<file path="src/rtl/ve370_pkg.sv">
// Shared constants and types for the five-stage MIPS core.
// ALU opcode/funct encodings and the EX control bundle.
package ve370_pkg;

  localparam logic [1:0] ALUOP_ADD   = 2'b00;
  localparam logic [1:0] ALUOP_SUB   = 2'b01;
  localparam logic [1:0] ALUOP_RTYPE = 2'b10;
  localparam logic [1:0] ALUOP_AND   = 2'b11;

  localparam logic [5:0] FUNCT_ADD = 6'b100000;
  localparam logic [5:0] FUNCT_SUB = 6'b100010;
  localparam logic [5:0] FUNCT_AND = 6'b100100;
  localparam logic [5:0] FUNCT_OR  = 6'b100101;
  localparam logic [5:0] FUNCT_SLT = 6'b101010;

  localparam int CTRL_W = 8;

  typedef struct packed {
    logic       regwrite;
    logic       memtoreg;
    logic       memread;
    logic       memwrite;
    logic       regdst;
    logic       alusrc;
    logic [1:0] aluop;
  } ctrl_t;

endpackage

</file>
<file path="src/rtl/hazard_detect.sv">
// Load-use hazard detector for the ID/EX boundary.
// Purely combinational; freezes PC and IF/ID while a load feeds ID.
module hazard_detect
  import ve370_pkg::*;
(
  input  logic       id_valid,
  input  logic [4:0] id_rs,
  input  logic [4:0] id_rt,
  input  logic       ex_valid,
  input  logic       ex_memread,
  input  logic [4:0] ex_rt,
  output logic       hz,
  output logic       pc_write,
  output logic       ifid_write
);

  logic rt_nz;
  logic rt_hit;

  // Register $zero never carries a real dependency.
  always_comb begin
    rt_nz  = (ex_rt != 5'd0);
    rt_hit = (ex_rt == id_rs) | (ex_rt == id_rt);
    hz     = id_valid & ex_valid & ex_memread
           & rt_nz & rt_hit;
    pc_write   = ~hz;
    ifid_write = ~hz;
  end

endmodule

</file>
<file path="src/rtl/id_ex_stage.sv">
// ID/EX pipeline register with load-use bubble injection.
// Also counts inserted bubbles in a saturating counter.
module id_ex_stage
  import ve370_pkg::*;
#(
  parameter int CNT_W = 32
) (
  input  logic             clk,
  input  logic             rst_n,
  input  logic             flush,
  input  logic             id_valid,
  input  logic             id_regwrite,
  input  logic             id_memtoreg,
  input  logic             id_memread,
  input  logic             id_memwrite,
  input  logic             id_regdst,
  input  logic             id_alusrc,
  input  logic [1:0]       id_aluop,
  input  logic [31:0]      id_rd1,
  input  logic [31:0]      id_rd2,
  input  logic [31:0]      id_imm,
  input  logic [4:0]       id_rs,
  input  logic [4:0]       id_rt,
  input  logic [4:0]       id_rd,
  output logic             ex_valid,
  output logic             ex_regwrite,
  output logic             ex_memtoreg,
  output logic             ex_memread,
  output logic             ex_memwrite,
  output logic             ex_regdst,
  output logic             ex_alusrc,
  output logic [1:0]       ex_aluop,
  output logic [5:0]       ex_funct,
  output logic [31:0]      ex_rd1,
  output logic [31:0]      ex_rd2,
  output logic [31:0]      ex_imm,
  output logic [4:0]       ex_rs,
  output logic [4:0]       ex_rt,
  output logic [4:0]       ex_rd,
  output logic             pc_write,
  output logic             ifid_write,
  output logic [CNT_W-1:0] bubble_cnt
);

  localparam logic [CNT_W-1:0] CNT_ONE = 1;
  localparam logic [CNT_W-1:0] CNT_MAX = '1;

  ctrl_t id_ctrl;
  ctrl_t ex_ctrl;
  logic  hz;
  logic  bubble;
  logic  count;

  hazard_detect u_hz (
    .id_valid   (id_valid),
    .id_rs      (id_rs),
    .id_rt      (id_rt),
    .ex_valid   (ex_valid),
    .ex_memread (ex_ctrl.memread),
    .ex_rt      (ex_rt),
    .hz         (hz),
    .pc_write   (pc_write),
    .ifid_write (ifid_write)
  );

  // Pack ID control and decide whether this edge injects a bubble.
  always_comb begin
    id_ctrl.regwrite = id_regwrite;
    id_ctrl.memtoreg = id_memtoreg;
    id_ctrl.memread  = id_memread;
    id_ctrl.memwrite = id_memwrite;
    id_ctrl.regdst   = id_regdst;
    id_ctrl.alusrc   = id_alusrc;
    id_ctrl.aluop    = id_aluop;
    bubble = hz | flush | ~id_valid;
    count  = hz | flush;
  end

  // Pipeline register: data always loads, control zeroed on a bubble.
  always_ff @(posedge clk or negedge rst_n) begin
    if (!rst_n) begin
      ex_valid <= 1'b0;
      ex_ctrl  <= '0;
      ex_rd1   <= '0;
      ex_rd2   <= '0;
      ex_imm   <= '0;
      ex_rs    <= '0;
      ex_rt    <= '0;
      ex_rd    <= '0;
    end else begin
      ex_rd1 <= id_rd1;
      ex_rd2 <= id_rd2;
      ex_imm <= id_imm;
      ex_rs  <= id_rs;
      ex_rt  <= id_rt;
      ex_rd  <= id_rd;
      if (bubble) begin
        ex_valid <= 1'b0;
        ex_ctrl  <= '0;
      end else begin
        ex_valid <= 1'b1;
        ex_ctrl  <= id_ctrl;
      end
    end
  end

  // Saturating count of hazard/flush bubbles.
  always_ff @(posedge clk or negedge rst_n) begin
    if (!rst_n) begin
      bubble_cnt <= '0;
    end else if (count && bubble_cnt != CNT_MAX) begin
      bubble_cnt <= bubble_cnt + CNT_ONE;
    end
  end

  // Unpack the registered bundle onto the EX-side ports.
  always_comb begin
    ex_regwrite = ex_ctrl.regwrite;
    ex_memtoreg = ex_ctrl.memtoreg;
    ex_memread  = ex_ctrl.memread;
    ex_memwrite = ex_ctrl.memwrite;
    ex_regdst   = ex_ctrl.regdst;
    ex_alusrc   = ex_ctrl.alusrc;
    ex_aluop    = ex_ctrl.aluop;
    ex_funct    = ex_imm[5:0];
  end

endmodule

</file>
<file path="config.mk">
export PLATFORM = sky130hd
export DESIGN_NAME = id_ex_stage
export DESIGN_NICKNAME = d
export VERILOG_FILES = /design/src/rtl/ve370_pkg.sv /design/src/rtl/hazard_detect.sv /design/src/rtl/id_ex_stage.sv
export SDC_FILE = /design/constraint.sdc
export NUM_CORES = 1
export LEC_CHECK = 0
export CAP_MARGIN = 20
export CORE_ASPECT_RATIO = 1.75
export CORE_MARGIN = 2
export CORE_UTILIZATION = 40
export DETAILED_ROUTE_END_ITERATION = 10
export PLACE_DENSITY = 0.92
export SYNTH_ARGS = -nofsm -noshare
export SYNTH_HDL_FRONTEND = slang
export SYNTH_HIERARCHICAL = 1
export SYNTH_SLANG_ARGS = --single-unit
export TNS_END_PERCENT = 100
</file>
<file path="constraint.sdc">
create_clock -name clk -period 4.09 [get_ports clk]
set_input_delay 0.409 -clock clk [delete_from_list [all_inputs] [get_ports clk]]
set_output_delay 0.409 -clock clk [all_outputs]
set_load 0.02 [all_outputs]
</file>
==> out/summary.log, run 1 <==
qor: synthesis.synth_fp_nets 419
qor: synthesis.synth_top_area_cell dfrtp_1
qor: pwr.share_seq_of_total_power 45.0%
qor: global_routing.global_route.overflow_total 0
qor: sta.setup-tns-final 0 ns
qor: routing.detailedRoute.firstIterationViolations 104
qor: synthesis.netlist-cell-type-count 28
qor: synthesis.synth_top_area_share 79.1%
qor: cells_and_area.drive_gt1_share 7.48%
qor: global_routing.grt_start_max_net_pins 64
qor: place.place.gp.congestion 0.909
qor: synthesis.synth_edf_count 0
qor: job.drv.max_cap_violation_count 0
qor: cts.clock_tree_from_tritoncts yes
qor: pwr.vdd_drop_max 0.332 mV
qor: sta.grt_setup_unrepaired false
qor: sta.max_clock_freq 387 MHz
qor: pwr.pwr-share-comb 15.2%
qor: critical_path.element_type_at_the_critical_path_end output pin
qor: sta.period_needed 2.58 ns
qor: critical_path.setup.reg_to_reg.worst_slack 1.55 ns
qor: critical_path.critical_path_required 3.68 ns
qor: cells_and_area.layout-area-overhead-vs-synth 73.3%
qor: floorplan.ioPinCount 283
qor: sta.timing.clock.skew 0.00886 ns
qor: cts.cts-root-to-sink-buffers 2
qor: critical_path.critical_path.startpoint_type input port
qor: sta.worst_pin_slew 0.876 ns
qor: min_path.hold_class input port to flip-flop
qor: routing.routed_wire_length_per_instance 19.0 um
qor: cts.cts_inserted_buffers 17
qor: routing.routed-via-count 3523
qor: cells_and_area.final_net_count 713
qor: floorplan.initial_utilization 40.5%
qor: routing.avgViaCountPerCell 4.77
qor: synthesis.synthCells 295
qor: cts.cts.hold.buffers_added 1
qor: cts.cts.repair_timing.setup_buffer_count 0
qor: sta.layout_worst_path_cycle_share 63.2%
qor: cts.clk_pin_slew 0.07 ns
qor: global_routing.overall_fraction_of_global_route_tracks_in_use 21.9%
qor: pwr.power_frac_clock 39.8%
qor: cts.clkLatencyLatePin 0.41 ns
qor: synthesis.yosys-top-cells-area dfrtp_1 79%, xnor2_1 5.8%, nand4_1 2.5%
qor: pwr.power 3.72 mW
qor: cells_and_area.regArea 3800 sq um
qor: routing.drcViolationCount 0
qor: cells_and_area.finish.utilization 70.2%
qor: floorplan.rows 53
qor: floorplan.coreArea 11900 sq um
qor: cells_and_area.fillerInstances 776
qor: pwr.power_switching_share 25.8%
qor: synthesis.syn-mean-instance-area 16.3 sq um
qor: cells_and_area.multi_input_comb_area 926 sq um
qor: sta.finalHoldViolCount 0
qor: pwr.powerDensity 446 nW/um^2
qor: sta.report.final.slew_viol_count 0
qor: critical_path.worstSetupPathType input port to output pin
qor: synthesis.post_synth_most_frequent_cells 152 x dfrtp_1, 32 x xnor2_1, 19 x nand4_1, 16 x and3_1, 12 x nand2_1
qor: routing.drt_pre_antenna_iters 6
qor: cells_and_area.final_design_area_no_fill 8330 sq um
qor: floorplan.dieWidth 86.9 um
qor: pwr.leakage 3.55 nW
qor: pwr.power.internal 2.76 mW
qor: critical_path.worstPathArrival 2.17 ns
qor: place.placedInstanceArea 7750 sq um
qor: floorplan.die_h 149 um
qor: cts.post_cts_resized 0
qor: routing.detail-route-antenna-nets 0
qor: sta.number_of_endpoints_failing_setup_at_the_final_stage 0
qor: cts.cts_root_buf clkbuf_16
qor: status.status complete, no violations
qor: routing.drt-total-wl 14000 um
qor: sta.worst_slew_margin_rel 41.6%
qor: place.dpl.hpwl 10900 um
qor: place.io_buffers 282
qor: floorplan.die_area 12900 sq um
qor: cells_and_area.antenna_cells 0
qor: global_routing.antenna_found_initial 0
qor: synthesis.synth.ff_latch_count 152
qor: critical_path.path_max_fanout 2
qor: synthesis.async_reset_ff_share 100%
qor: synthesis.synth_sequential_area_ratio 79.1%
qor: synthesis.syn_area 4810 sq um
qor: global_routing.number_of_global_route_vias_before_repair 3719
qor: pwr.p_switching 0.960 mW
qor: global_routing.grt_first_pass_wirelength 20900 um
qor: synthesis.yosys.cell_count.top_type dfrtp_1
qor: synthesis.ys_dominant_reg_cell dfrtp_1
qor: synthesis.warnings_from_yosys 6
qor: cts.clock-sinks 152
qor: cts.h_tree_levels 4
layout make-up:
class	count	share of cell area (%)
Inverter	1	0.0451
Sequential cell	152	45.7
Clock buffer	18	5.15
Tap cell	137	2.06
Timing Repair Buffer	286	34.3
Multi-Input combinational cell	131	11.1
Clock inverter	14	1.67
logic make-up (layout without fill, tap and decap cells):
family	count (synthesis)	count (layout)	share of synthesized area (%)
DFF	152	152	79.1
and+or+nand+nor	82	82	10.2
xor gates and xnor gates	41	41	7.47
buffers and inverters	12	319	1.59
AOI/OAI and AO/OA	6	6	1.12
adders and majority gates	1	1	0.260
muxes	1	1	0.234
registers in the layout (all words and copies together), names as in the netlist:
register and flops:
ex_valid 1, ex_rs 5, ex_rd1 32, ex_regdst 1
ex_memtoreg 1, ex_memwrite 1, bubble_cnt 32, ex_rd 5
ex_imm 32, ex_rt 5, ex_alusrc 1, ex_regwrite 1
ex_rd2 32, ex_aluop 2, ex_memread 1
power groups by stage:
| stage | combinational, mW | clock (mW) | sequential, mW |
|---|---|---|---|
| 4_1_cts | 0.569 | 1.52 | 1.67 |
| 3_5_place_dp | 0.565 | 0 | 1.70 |
| 2_1_floorplan | 0.0841 | 0 | 1.81 |
| 5_1_grt | 0.595 | 1.59 | 1.69 |
| 3_3_place_gp | 0.551 | 0 | 1.69 |
| 6_report | 0.563 | 1.48 | 1.67 |
worst paths after layout:
check                                 endpoint            from  cells past startpoint
worst max-delay path                ifid_write        id_rt[0]                      6
worst min-delay path                 ex_imm[6]       id_imm[6]                      1
worst max register to register  bubble_cnt[14]        ex_rt[0]                      8
worst min register to register  bubble_cnt[15]  bubble_cnt[15]                      1
max in group asynchronous           ex_rd1[21]           rst_n                      3
min in group asynchronous           ex_rd2[27]           rst_n                      2
layout by cell type (no fill, tap or decap):
| cell | Yosys | routed |
|---|---|---|
| inv_6 | 0 | 6 |
| clkinvlp_4 | 0 | 3 |
| nand3_1 | 11 | 11 |
| nor2b_1 | 1 | 1 |
| bufinv_16 | 0 | 1 |
| clkbuf_1 | 2 | 1 |
| nor2_1 | 7 | 7 |
| buf_4 | 8 | 3 |
| nand4_1 | 19 | 19 |
| nand4_2 | 1 | 1 |
| xnor2_1 | 32 | 32 |
| ha_1 | 1 | 1 |
| nand2_1 | 12 | 12 |
| nor3_1 | 1 | 1 |
| o21ai_0 | 1 | 1 |
| and2b_1 | 1 | 1 |
| clkbuf_16 | 0 | 17 |
| xor2_1 | 9 | 9 |
| o2111ai_4 | 1 | 1 |
| nand3b_1 | 1 | 1 |
| o21a_1 | 1 | 1 |
| dlygate4sd3_1 | 0 | 1 |
| nor4_4 | 1 | 1 |
| clkinv_2 | 0 | 1 |
| clkdlybuf4s50_1 | 0 | 281 |
| buf_6 | 0 | 1 |
| and3_1 | 16 | 16 |
| or2_2 | 2 | 2 |
| inv_8 | 0 | 1 |
| clkinv_4 | 0 | 2 |
| nor3_2 | 4 | 4 |
| nor4_1 | 2 | 2 |
| inv_1 | 1 | 1 |
| and2_1 | 3 | 3 |
| a21oi_1 | 3 | 3 |
| mux2_2 | 1 | 1 |
| dfrtp_1 | 152 | 152 |
layer usage:
| layer | routed length [um] | track usage (%) | up-vias |
|---|---|---|---|
| li1 | - | - | 1575 |
| met1 | 4750 | 22.9 | 1744 |
| met2 | 7880 | 39.2 | 180 |
| met3 | 964 | 6.53 | 24 |
| met4 | 417 | 9.84 | 0 |
| met5 | 0 | 0 | - |
worst max-delay path, cell delays in order:
cell             delay (ns)
clkdlybuf4s50_1        0.52
xnor2_1                0.15
nand3_1                0.13
nor3_2                 0.23
o21ai_0                0.16
clkdlybuf4s50_1        0.57
through the flow:
step	instances	setup WS [ns]	hold WS, ns
floorplan	295	1.91	0.113
global placement	706	1.28	0.418
detailed placement	706	1.10	0.424
CTS	739	1.50	0.416
global route	739	1.36	0.413
finish	739	1.51	0.434
Power figures use the tool's default switching activity.
==> run 2, diff against run 1 <==
CORE_UTILIZATION = 34   (was 40)
PLACE_DENSITY = 0.83   (was 0.92)
clock period = 2.3 ns   (was 4.09 ns; I/O delays follow)
==> out/summary.log, run 2 (same netlist as run 1, synthesis figures left out) <==
qor: status.status complete, no violations
qor: critical_path.setup.reg_to_reg.worst_slack 0.15 ns
qor: floorplan.dieWidth 93.9 um
qor: routing.drt-total-wl 14300 um
qor: place.place.gp.congestion 0.824
qor: global_routing.global_route.overflow_total 0
qor: cts.clock_tree_from_tritoncts yes
qor: sta.grt_setup_unrepaired false
qor: cells_and_area.fillerInstances 1068
qor: sta.timing.clock.skew 0.0100 ns
qor: routing.detail-route-antenna-nets 0
qor: floorplan.ioPinCount 283
qor: cts.cts-root-to-sink-buffers 2
qor: min_path.hold_class input port to flip-flop
qor: critical_path.max_stage_delay 0.44 ns
qor: sta.layout_worst_path_cycle_share 93.5%
qor: floorplan.die_area 15100 sq um
qor: sta.period_needed 2.15 ns
qor: sta.number_of_endpoints_failing_setup_at_the_final_stage 0
qor: cells_and_area.drive_gt1_share 8.88%
qor: critical_path.worst_path_dominant_cell_family simple AND/OR/NAND/NOR gates
qor: critical_path.critPathMostFrequentCell xnor2_1
qor: cells_and_area.finish.utilization 60.9%
qor: cells_and_area.final_net_count 720
qor: sta.worst_slew_margin_rel 63.8%
qor: cts.clk_pin_slew 0.07 ns
qor: routing.drcViolationCount 0
qor: floorplan.rows 57
qor: cells_and_area.most_frequent_standard_cell_in_the_layout_excluding_fill_and_tap_cells clkdlybuf4s50_1
qor: place.io_buffers 282
qor: critical_path.worstPathArrival 2.43 ns
qor: critical_path.critical_path.startpoint_type flip-flop
qor: cts.cts_inserted_buffers 17
qor: cells_and_area.antenna_cells 0
qor: critical_path.critical_path_required 2.58 ns
qor: sta.report.final.slew_viol_count 0
qor: global_routing.grt_start_max_net_pins 61
qor: global_routing.number_of_global_route_vias_before_repair 3816
qor: floorplan.initial_utilization 34.7%
qor: routing.avgViaCountPerCell 4.42
qor: critical_path.cells_along_the_critical_path xnor2_1 -> nand3_1 -> nor3_2 -> o21a_1 -> nor2_1 -> or2_2 -> a21oi_2 -> buf_4 -> nand4_1 -> xnor2_1
qor: critical_path.cpMaxStageDelayCell dfrtp_2
qor: critical_path.element_type_at_the_critical_path_end flip-flop
qor: sta.worst_pin_slew 0.544 ns
qor: routing.detailedRoute.firstIterationViolations 111
qor: critical_path.worstSetupPathType flip-flop to flip-flop
qor: sta.max_clock_freq 465 MHz
qor: floorplan.coreArea 13800 sq um
qor: place.pre_cts_setup_slack -0.124 ns
qor: critical_path.cp.buffers_inverters 1
qor: cells_and_area.layout_common_cells 279 x clkdlybuf4s50_1, 151 x dfrtp_1, 32 x xnor2_1, 19 x nand4_1, 17 x clkbuf_16
qor: routing.drt_pre_antenna_iters 4
qor: global_routing.antenna_found_initial 0
qor: cts.clock-sinks 152
qor: cts.clkLatencyLatePin 0.41 ns
qor: global_routing.grt_first_pass_wirelength 21700 um
qor: cells_and_area.layout-area-overhead-vs-synth 75.4%
qor: sta.setup-tns-final 0 ns
qor: place.dpl.hpwl 11300 um
qor: critical_path.path_max_fanout 7
qor: job.drv.max_cap_violation_count 0
qor: cts.h_tree_levels 4
qor: sta.finalWorstSetupSlack 0.149 ns
qor: routing.routed-via-count 3472
qor: cts.cts_root_buf clkbuf_16
qor: pwr.powerDensity 773 nW/um^2
qor: cells_and_area.final_design_area_no_fill 8430 sq um
qor: pwr.leakage 3.58 nW
qor: floorplan.die_h 161 um
qor: routing.routed_wire_length_per_instance 18.3 um
qor: sta.finalHoldViolCount 0
qor: global_routing.overall_fraction_of_global_route_tracks_in_use 19.2%
qor: place.placedInstanceArea 7880 sq um
qor: pwr.vdd_drop_max 0.486 mV
## run 2: worst reg2reg max path: stages (launching register included)
cell and delay (ns):
dfrtp_2 0.44, xnor2_1 0.19, nand3_1 0.11, nor3_2 0.19, o21a_1 0.14, nor2_1 0.05, or2_2 0.30, a21oi_2 0.13
buf_4 0.17, nand4_1 0.13, xnor2_1 0.16
## run 2: worst paths after layout
check / startpoint / end / cells past startpoint
min in group asynchronous: rst_n / ex_rd2[19] / 2
max: ex_rt[4] / bubble_cnt[31] / 10
min reg2reg: bubble_cnt[26] / bubble_cnt[26] / 1
min: id_rd1[16] / ex_rd1[16] / 1
max in group asynchronous: rst_n / ex_rd2[15] / 3
max reg2reg: ex_rt[4] / bubble_cnt[31] / 10
## run 2: cell type report
| class | instances | area [sq um] | share of cell area, % |
|---|---|---|---|
| multi-input cells | 131 | 930 | 11.0 |
| repair buffers | 293 | 2930 | 34.8 |
| flip-flops and latches | 152 | 3800 | 45.1 |
| clock inverters | 14 | 114 | 1.35 |
| well taps | 177 | 221 | 2.63 |
| clock buffers | 17 | 425 | 5.05 |
| inverters | 1 | 3.75 | 0.0445 |
## run 2: power breakdown
part           leakage [nW]  internal (mW)  switching (mW)
combinational          1.47          0.559           0.460
sequential             1.85           2.84           0.137
clock                 0.260           1.40            1.12
total                  3.58           4.80            1.72
## run 2: per-layer routing
metal | track usage, % | wire, um | vias to the layer above
met5 | 0 | 0 | -
met4 | 8.43 | 444 | 0
met3 | 5.27 | 846 | 23
met2 | 36.3 | 8340 | 144
met1 | 18.8 | 4710 | 1714
li1 | - | - | 1591
## run 2: stage by stage
stage / cells / power (mW) / hold WS (ns)
CTS: 785 / 6.61 / 0.236
global placement: 753 / 4.01 / 0.231
detailed placement: 753 / 4.05 / 0.239
finish: 785 / 6.52 / 0.254
global route: 785 / 6.81 / 0.235
floorplan: 295 / 3.36 / -0.0656
## run 2: repair_timing
| action | CTS | global route |
|---|---|---|
| resized for setup | 2 | 2 |
| endpoints found under the setup margin | 2 | 8 |
| hold buffers | 1 | 0 |
| setup buffers | 0 | 0 |
| endpoints found under the hold margin | 58 | 0 |
